$ cat src/rtl/divu_pkg.sv
// Shared definitions for the divu restoring divider: default width,
// FSM state type and counter sizing.
package divu_pkg;

    localparam int unsigned DIVU_WIDTH = 16;

    typedef enum logic [1:0] {
        IDLE = 2'd0,
        BUSY = 2'd1,
        DONE = 2'd2
    } divu_state_t;

    function automatic int unsigned divu_cnt_bits(input int unsigned width);
        return $clog2(width + 1);
    endfunction

endpackage

$ cat src/rtl/divu_if.sv
// Start/busy/done handshake and operand/result bus between the core and divu.
interface divu_if
    import divu_pkg::*;
#(
    parameter int unsigned WIDTH = DIVU_WIDTH
);
    logic             start;
    logic [WIDTH-1:0] a;
    logic [WIDTH-1:0] b;
    logic             busy;
    logic             done;
    logic [WIDTH-1:0] q;
    logic [WIDTH-1:0] r;
    logic             dz;

    modport master (
        output start, a, b,
        input  busy, done, q, r, dz
    );

    modport slave (
        input  start, a, b,
        output busy, done, q, r, dz
    );
endinterface

$ cat src/rtl/divu_step.sv
// One restoring-division iteration: trial subtract of the divisor from the
// shifted partial remainder, restoring on borrow.
module divu_step #(
    parameter int unsigned WIDTH = 16
) (
    input  logic [WIDTH:0]   rem,
    input  logic             shift_bit,
    input  logic [WIDTH-1:0] div,
    output logic [WIDTH:0]   rem_new,
    output logic             q_bit
);
    logic [WIDTH+1:0] trial;

    // Guard bit of rem is always 0 between steps, so widening the trial by it
    // is equivalent to subtracting from {rem[WIDTH-1:0], shift_bit}.
    always_comb begin
        trial   = {rem, shift_bit} - {2'b00, div};
        q_bit   = ~trial[WIDTH+1];
        rem_new = q_bit ? trial[WIDTH:0] : {rem[WIDTH-1:0], shift_bit};
    end
endmodule

$ cat src/rtl/divu.sv
// Sequential unsigned restoring divider, one quotient bit per clock, with a
// start/busy/done handshake and divide-by-zero flag.
module divu
    import divu_pkg::*;
#(
    parameter int unsigned WIDTH = DIVU_WIDTH
) (
    input  logic  clk,
    input  logic  reset_n,
    divu_if.slave bus
);
    localparam int unsigned CW = divu_cnt_bits(WIDTH);

    divu_state_t      state;
    logic [WIDTH:0]   rem;
    logic [WIDTH-1:0] quo;
    logic [WIDTH-1:0] div;
    logic [CW-1:0]    cnt;

    logic [WIDTH:0]   rem_new;
    logic             q_bit;
    logic [WIDTH-1:0] quo_new;

    divu_step #(.WIDTH(WIDTH)) u_step (
        .rem       (rem),
        .shift_bit (quo[WIDTH-1]),
        .div       (div),
        .rem_new   (rem_new),
        .q_bit     (q_bit)
    );

    assign quo_new = {quo[WIDTH-2:0], q_bit};

    always_ff @(posedge clk or negedge reset_n) begin
        if (!reset_n) begin
            state    <= IDLE;
            rem      <= '0;
            quo      <= '0;
            div      <= '0;
            cnt      <= '0;
            bus.busy <= 1'b0;
            bus.done <= 1'b0;
            bus.q    <= '0;
            bus.r    <= '0;
            bus.dz   <= 1'b0;
        end else begin
            bus.done <= 1'b0;
            case (state)
                IDLE, DONE: begin
                    if (bus.start) begin
                        if (bus.b != '0) begin
                            quo      <= bus.a;
                            div      <= bus.b;
                            rem      <= '0;
                            cnt      <= CW'(WIDTH);
                            bus.busy <= 1'b1;
                            state    <= BUSY;
                        end else begin
                            bus.q    <= '1;
                            bus.r    <= bus.a;
                            bus.dz   <= 1'b1;
                            bus.done <= 1'b1;
                            state    <= DONE;
                        end
                    end else begin
                        state <= IDLE;
                    end
                end
                BUSY: begin
                    rem <= rem_new;
                    quo <= quo_new;
                    cnt <= cnt - 1'b1;
                    if (cnt == CW'(1)) begin
                        bus.q    <= quo_new;
                        bus.r    <= rem_new[WIDTH-1:0];
                        bus.dz   <= 1'b0;
                        bus.busy <= 1'b0;
                        bus.done <= 1'b1;
                        state    <= DONE;
                    end
                end
                default: begin
                    bus.busy <= 1'b0;
                    state    <= IDLE;
                end
            endcase
        end
    end
endmodule
$ cat src/flat_wrapper.sv
// flat-port wrapper written by rule: the top's interface ports become plain ports
module divu_flat import divu_pkg::*;
#(
    parameter int unsigned WIDTH = DIVU_WIDTH
)
  (clk, reset_n, bus_start, bus_a, bus_b, bus_busy, bus_done, bus_q, bus_r, bus_dz);
  divu_if #(.WIDTH(WIDTH)) bus_i ();
  input  logic clk;
  input  logic reset_n;
  input wire logic [$bits(bus_i.start)-1:0] bus_start;
  input wire logic [$bits(bus_i.a)-1:0] bus_a;
  input wire logic [$bits(bus_i.b)-1:0] bus_b;
  output wire logic [$bits(bus_i.busy)-1:0] bus_busy;
  output wire logic [$bits(bus_i.done)-1:0] bus_done;
  output wire logic [$bits(bus_i.q)-1:0] bus_q;
  output wire logic [$bits(bus_i.r)-1:0] bus_r;
  output wire logic [$bits(bus_i.dz)-1:0] bus_dz;
  assign bus_i.start = bus_start;
  assign bus_i.a = bus_a;
  assign bus_i.b = bus_b;
  assign bus_busy = bus_i.busy;
  assign bus_done = bus_i.done;
  assign bus_q = bus_i.q;
  assign bus_r = bus_i.r;
  assign bus_dz = bus_i.dz;
  divu #(.WIDTH(WIDTH)) u_core (.clk(clk), .reset_n(reset_n), .bus(bus_i));
endmodule
$ cat config.mk
export PLATFORM = sky130hd
export DESIGN_NAME = divu_flat
export DESIGN_NICKNAME = d
export VERILOG_FILES = /design/src/rtl/divu_pkg.sv /design/src/rtl/divu_if.sv /design/src/rtl/divu_step.sv /design/src/rtl/divu.sv /design/src/flat_wrapper.sv
export SDC_FILE = /design/constraint.sdc
export NUM_CORES = 1
export LEC_CHECK = 0
export CAP_MARGIN = 0
export CORE_AREA = 2 2 142 144
export CTS_CLUSTER_DIAMETER = 60
export DETAILED_ROUTE_END_ITERATION = 10
export DIE_AREA = 0 0 144 146
export PLACE_DENSITY = 0.43
export SLEW_MARGIN = 10
export SYNTH_ARGS = -nofsm -noshare
export SYNTH_HDL_FRONTEND = slang
export SYNTH_SLANG_ARGS = --single-unit
export TNS_END_PERCENT = 50
$ cat constraint.sdc
create_clock -name clk -period 7.6 [get_ports clk]
set_input_delay 0.76 -clock clk [delete_from_list [all_inputs] [get_ports clk]]
set_output_delay 0.76 -clock clk [all_outputs]
set_load 0.05 [all_outputs]
# After elaboration in Yosys (flattened, before gate mapping)
# Index checks and enable logic that the tools add are counted.
# op_classes
n_addsub	2
multipliers	0
div	0
magnitude_cmp	0
n_eq_ne	7
n_shift	0
muxes	33
bitwise	1
reduce_logical	8
# op_table
cell	count
16-bit 2-to-1 mux	8
16-bit case mux with 2 select lines	3
17-bit 2-to-1 mux	3
17-bit case mux with 2 select lines	1
18-bit by 16-bit subtractor with 18-bit output	1
16-bit nonzero test	1
5-bit 2-to-1 mux	2
5-bit case mux with 2 select lines	1
3-bit AND reduction	3
1-bit 2-to-1 mux	8
2-bit 2-to-1 mux	3
1-bit case mux with 2 select lines	3
5-bit by 1-bit == test with 1-bit output (second input constant)	1
5-bit by 1-bit subtractor with 5-bit output (second input constant)	1
2-bit by 1-bit inequality test with 1-bit output (second input constant)	2
2-bit inequality test (second input constant)	2
2-bit case mux with 2 select lines	1
4-bit AND reduction	1
2-bit by 1-bit == test with 1-bit output (second input constant)	1
2-bit == test (second input constant)	1
2-bit zero test	1
2-bit nonzero test	1
2-bit OR reduction	1
1-bit inverter	1
# totals
reg_bits	91
latchBits	0
ramBits	0
romBits	0
input_bits	35
output_inout_bits	35
elab_cells	61
memories	0

# Depth between registers and ports, before layout
# Gate-level depths: netlist of run 1.
# logic_depth
word_depth	4
depth_mapped	11

# Modules after synthesis
# A second synthesis of run 1 with hierarchy kept.
# hier_totals
cells_unflattened	541
hier_area_um2	5016.1
# modules_own_cells
mod	instances	cells_each	area_per_inst_um2
divu	1	365	3857.4
divu_step	1	176	1158.6

# Worst setup path after synthesis of run 1
# Ideal clock, no wire load.
# synth_timing
path_kind	register to register
start	register u_core.quo[15]
end	register u_core.rem[16]
arrival_ps	2470
slack_ps	5060
path_stages_with_launch	12
path_buffers	0
cell_sequence	dfrtp_1 -> inv_1 -> ha_1 -> inv_1 -> fa_1 -> a21o_1 -> a311o_1 -> nand2_1 -> o21ai_1 -> a221o_1 -> or4_1 -> nand3_1
# synth_via
elab_chain_cells	3
# synth_rtl
item	line_no	text
start, declared	divu.sv:16	logic [WIDTH-1:0] quo;
start signal, assigned	divu.sv:52	quo <= bus.a;
start signal, assigned	divu.sv:71	quo <= quo_new;
18-bit by 16-bit subtractor with 18-bit output	divu_step.sv:17	trial = {rem, shift_bit} - {2'b00, div};
17-bit 2-to-1 mux	divu_step.sv:19	rem_new = q_bit ? trial[WIDTH:0] : {rem[WIDTH-1:0], shift_bit};
17-bit case mux with 2 select lines	divu.sv:48	case (state)
end signal, assigned	divu.sv:70	rem <= rem_new;
end, declared	divu.sv:15	logic [WIDTH:0] rem;
# No other way between the ends.
# A chain may end at the register's enable or synchronous reset.

# Worst setup path in the final report of run 1
# layout_timing
start	input bus_b[2]
end	register u_core.bus.r[11]
# layout_via
elab_chain_cells	3
# layout_rtl
item	line_no	text
start, declared	flat_wrapper.sv:12	input wire logic [$bits(bus_i.b)-1:0] bus_b;
16-bit nonzero test	divu.sv:51	if (bus.b != '0) begin
2-bit inequality test (no source line)	--	
4-bit AND reduction (no source line)	--	
end signal, assigned	divu.sv:60	bus.r <= bus.a;
end signal, assigned	divu.sv:75	bus.r <= rem_new[WIDTH-1:0];
end, declared	divu_if.sv:23	output busy, done, q, r, dz
# No other way between the ends.

==> flow_summary.json, run 1 <==
{
  "final_cell_mix": "91 x dfrtp_1, 77 x nand2_1, 68 x clkdlybuf4s50_1",
  "nets": 639,
  "finalCriticalPeriod_ns": 3.27,
  "crit_path_max_fanout": 51,
  "cp.arrival_ns": 3.51,
  "cts_setup_buffers": 0,
  "drv_cap": 0,
  "clockRootBuffer": "clkbuf_16",
  "period_share": 0.430,
  "fin_skew_ns": 0.0132,
  "clk_pin_slew_ns": 0.08,
  "cp-start-kind": "input pin",
  "finalSetupTns_ns": 0,
  "dieWidth_um": 144,
  "syn_nets": 585,
  "io_pins": 70,
  "synth.yosys.seq_area_share": 0.473,
  "vias": 4039,
  "drt_iter0_drc": 186,
  "antenna_found_initial": 0,
  "synth_ff_type": "dfrtp_1",
  "slew_violations": 0,
  "start_util": 0.249,
  "clk_latency_ns": 0.36,
  "clock-sinks": 91,
  "die_area_um2": 21000,
  "viasPerCell": 4.72,
  "finalHoldViolCount": 0,
  "dpl.hpwl_um": 10100,
  "grt_pass1_vias": 4100,
  "grt.overflow.total": 0,
  "synth_seq_cells": 91,
  "reg2reg_slack_ns": 4.54,
  "rows": 51,
  "path_class": "in2reg",
  "drive_above_1_share": 0.0644,
  "layout_commonest_cell": "dfrtp_1",
  "pre_cts_ws_ns": 3.92,
  "cts_repair_resize_count": 0,
  "cts_buffer_depth": 2,
  "synthArstFlopShare": 1.00,
  "synth_edf_count": 0,
  "run_status": "finished, final reports clean",
  "worstPathRequired_ns": 7.84,
  "yosys_warnings": 0,
  "port_buffers": 69,
  "cts_buffers": 9,
  "tightest_slew_ns": 0.859,
  "mappedNetlistArea_um2": 4810,
  "grt_max_degree": 65,
  "setup_viol": 0,
  "min_path_type": "in2async",
  "fmaxAchievable_ghz": 0.306,
  "syn_avg_cell_area_um2": 9.07,
  "grt.total_usage": 0.138,
  "postRouteAntennaNets": 0,
  "grt_pass1_wl_um": 22300,
  "wirelength_um": 13900,
  "synth_cell_types": 60,
  "drc": 0,
  "rsz0062_at_grt": "false",
  "core_um2": 19300,
  "cts_tree": "built",
  "fin_ws_ns": 4.33,
  "synth_cells": 531,
  "wl_per_cell_um": 16.3,
  "firstDrtPassIters": 4,
  "critPathCaptureType": "flip-flop",
  "die_h_um": 146,
  "num_antenna_cells": 0,
  "cts-hold-fix-buffers": 0,
  "slew_headroom": 0.428,
  "h-tree-depth": 3,
  "gp_congestion": 0.775,
  "syn_to_final_growth_pct": 25.3
}
Yosys cell counts (all sizes together) (2+ instances only):
library cell / number / share of area
dfrtp: 91 / 0.47
nand2: 77 / 0.060
nor2: 52 / 0.041
a21oi: 46 / 0.050
o21ai: 36 / 0.037
inv: 26 / 0.020
nand3: 22 / 0.023
clkbuf: 20 / 0.016
ha: 18 / 0.047
a31oi: 17 / 0.022
buf: 12 / 0.016
mux2i: 12 / 0.025
o22ai: 11 / 0.014
a21o: 10 / 0.016
xor2: 9 / 0.016
o211ai: 6 / 0.010
xnor2: 6 / 0.012
nor4: 5 / 0.0065
nand2b: 4 / 0.0052
nand4: 4 / 0.0052
or3: 4 / 0.0052
o22a: 3 / 0.0055
a21boi: 2 / 0.0031
a22oi: 2 / 0.0031
a311o: 2 / 0.0042
a311oi: 2 / 0.0049
and2: 2 / 0.0031
and3: 2 / 0.0026
mux2: 2 / 0.0047
nor2b: 2 / 0.0026
nor3: 2 / 0.0021
o21a: 2 / 0.0031
o21bai: 2 / 0.0031
stage by stage:
step	hold WS, ns	instances	util	instance area [um2]
global placement	0.499	839	0.296	5730
global route	0.342	855	0.312	6030
CTS	0.321	855	0.312	6030
finish	0.315	855	0.312	6030
floorplan	0.450	531	-	4810
detailed placement	0.489	839	0.296	5730
path summary, 6_finish.rpt:
path                            startpoint               end  cells past startpoint
max                               bus_b[2]  u_core.bus.r[11]                      8
min                                reset_n   u_core.bus.q[8]                      1
max reg2reg                 u_core.rem[11]     u_core.rem[2]                      9
min reg2reg                u_core.state[1]   u_core.bus.busy                      1
max in group asynchronous          reset_n     u_core.cnt[2]                      2
min in group clk           u_core.state[1]   u_core.bus.busy                      1
flip-flops by register name (all words and copies together) (netlist names):
| name | cells |
|---|---|
| u_core.rem | 17 |
| u_core.bus.q | 16 |
| u_core.bus.r | 16 |
| u_core.div | 16 |
| u_core.quo | 16 |
| u_core.cnt | 5 |
| u_core.state | 2 |
| u_core.bus.busy | 1 |
| u_core.bus.done | 1 |
| u_core.bus.dz | 1 |
cell type report:
type | instances | area [um2]
clock buffers | 9 | 225
clock inverters | 7 | 78.8
fillers | 2023 | 13300
inverters | 27 | 103
multi-input cells | 381 | 2280
flip-flops and latches | 91 | 2280
well taps | 265 | 332
repair buffers | 75 | 733
critical path, cell delays in order:
cell and delay, ns:
clkdlybuf4s50_1 0.43, nor4_1 0.44, nand4_1 0.30, or3b_1 0.54, and2_4 0.27, clkinv_2 0.48, nand2_1 0.11, o22a_1 0.18
cell families (layout without fill, tap and decap cells):
logic type	count (synthesis)	after routing	synth area share
AOI/OAI and AO/OA	152	152	0.200
xor gates and xnor gates	15	15	0.0288
adders and majority gates	19	19	0.0509
buffers and inverters	59	118	0.0530
DFF	91	91	0.473
muxes	14	14	0.0296
and+or+nand+nor	181	181	0.165
metal layers:
layer / vias up / track usage / wire length, um
met5: - / 0 / 0
met3: 13 / 0.0224 / 456
met4: 0 / 0.0441 / 195
li1: 1974 / - / -
met1: 1979 / 0.177 / 6440
met2: 73 / 0.235 / 6810
Power of run 1 is left out: the tool's default activity adds up to more than one toggle a clock period on the data nets, which glitch-free logic cannot reach.
==> run 2: changes to the inputs <==
Settings changed: PLACE_DENSITY 0.43 to 0.44.
Clock period 7.6 ns to 2.9 ns, I/O delays scaled along.
==> flow_summary.json, run 2 (same netlist as run 1, synthesis figures left out) <==
{
  "crit_buf_inv": 2,
  "grt.total_usage": 0.141,
  "slew_violations": 0,
  "cp_slowest_cell": "a311o_1",
  "die_area_um2": 21000,
  "cts_repair_resize_count": 0,
  "fillers": 1982,
  "dieWidth_um": 144,
  "viasPerCell": 4.67,
  "gp_congestion": 0.829,
  "nets": 653,
  "cp-start-kind": "flip-flop",
  "fmaxAchievable_ghz": 0.364,
  "drt_iter0_drc": 206,
  "period_share": 0.949,
  "clock-sinks": 91,
  "finalSetupTns_ns": 0,
  "grt_pass1_vias": 4115,
  "final_core_util": 0.321,
  "dpl.hpwl_um": 10500,
  "tightest_slew_ns": 0.614,
  "cp.arrival_ns": 3.05,
  "drv_cap": 0,
  "wirelength_um": 14200,
  "grt_pass1_wl_um": 22700,
  "largest_reg_flops": 17,
  "min_path_type": "in2async",
  "cts_buffer_depth": 2,
  "max_flop_register": "u_core.rem",
  "start_util": 0.249,
  "setup_viol": 0,
  "crit_family": "compound AO/OA/AOI/OAI gates",
  "postRouteAntennaNets": 0,
  "drc": 0,
  "core_um2": 19300,
  "rows": 51,
  "run_status": "finished, final reports clean",
  "worstPathRequired_ns": 3.19,
  "critPathCaptureType": "flip-flop",
  "rsz0062_at_grt": "false",
  "slew_headroom": 0.591,
  "finalHoldViolCount": 0,
  "vias": 4055,
  "crit_path_frequent_cell": "inv_1",
  "wl_per_cell_um": 16.3,
  "reg2reg_depth": 11,
  "syn_to_final_growth_pct": 29.0,
  "firstDrtPassIters": 6,
  "layout_commonest_cell": "dfrtp_1",
  "clk_latency_ns": 0.36,
  "cts_tree": "built",
  "critPathMaxStageDelay_ns": 0.40,
  "clk_pin_slew_ns": 0.07,
  "critical_path_depth": 11,
  "path_class": "reg2reg",
  "grt_max_degree": 50,
  "num_antenna_cells": 0,
  "fin_ws_ns": 0.149,
  "final_cell_mix": "91 x dfrtp_1, 77 x nand2_1, 68 x clkdlybuf4s50_1",
  "crit_chain": "inv_1, ha_1, inv_1, fa_1, a21o_1, a311o_1, nand2_1, o21ai_1, a221o_1, or4_1, nand3_1",
  "cts_setup_buffers": 0,
  "cts_buffers": 9,
  "port_buffers": 69,
  "die_h_um": 146,
  "crit_path_max_fanout": 4,
  "io_pins": 70,
  "holdWs_ns": 0.486,
  "h-tree-depth": 3,
  "finalCriticalPeriod_ns": 2.75,
  "fin_skew_ns": 0.00805,
  "antenna_found_initial": 0,
  "pre_cts_ws_ns": 0.124,
  "drive_above_1_share": 0.0829,
  "clockRootBuffer": "clkbuf_16",
  "grt.overflow.total": 0
}
## run 2: cell count changes in the layout (fill, tap and decap cells not counted), moves of 2 or more
cell       delta
buf_4         +9
buf_12        +4
inv_8         -4
bufinv_16     +2
## run 2: worst paths after layout
| kind | slack [ns] | to | startpoint |
|---|---|---|---|
| max in group asynchronous | 1.72 | u_core.state[1] | reset_n |
| max reg2reg | 0.15 | u_core.rem[16] | u_core.quo[15] |
| min in group clk | 0.49 | u_core.div[0] | u_core.div[0] |
| min | 0.49 | u_core.div[2] | reset_n |
| min reg2reg | 0.49 | u_core.div[0] | u_core.div[0] |
| max | 0.15 | u_core.rem[16] | u_core.quo[15] |
## run 2: through the flow
| stage | std cells | instance area (um2) |
|---|---|---|
| finish | 868 | 6210 |
| detailed placement | 852 | 5880 |
| CTS | 868 | 6210 |
| floorplan | 531 | 4810 |
| global route | 868 | 6210 |
| global placement | 852 | 5880 |
## run 2: layer usage
metal,vias to the layer above,wire length [um],global-route usage
met5,-,0,0
met4,0,274,0.0559
met3,16,428,0.0201
met2,69,6970,0.237
met1,1967,6490,0.182
li1,2003,-,-
## run 2: worst register-to-register path: cells and delay by family, from the launching register on
kind / cells / cell delay [ns]
AO/OA/AOI/OAI: 4 / 1.01
buffers and inverters: 2 / 0.12
adder cells (fa/ha/maj): 2 / 0.55
flip-flops: 1 / 0.39
AND/OR/NAND/NOR: 3 / 0.61
## run 2: area by class of cell
type | instances | area, um2 | share of cell area
Sequential cell | 91 | 2280 | 0.367
Clock inverter | 5 | 85.1 | 0.0137
Tap cell | 265 | 332 | 0.0534
Clock buffer | 10 | 239 | 0.0385
Multi-Input combinational cell | 381 | 2280 | 0.368
Timing Repair Buffer | 89 | 891 | 0.143
Inverter | 27 | 103 | 0.0165
## run 2: timing repair
item / in CTS / in global routing
hold buffers: 1 / 0
endpoints found under the setup margin: 0 / 0
hold endpoints to repair: 42 / 0
Power of run 2 is left out for the same reason.
==> run 3: changes to the inputs <==
Settings changed: SLEW_MARGIN 10 to 20.
==> results of run 3 <==
The final DEF is identical to that of run 2; final timing and power are the same.
Power of run 3 is left out for the same reason.
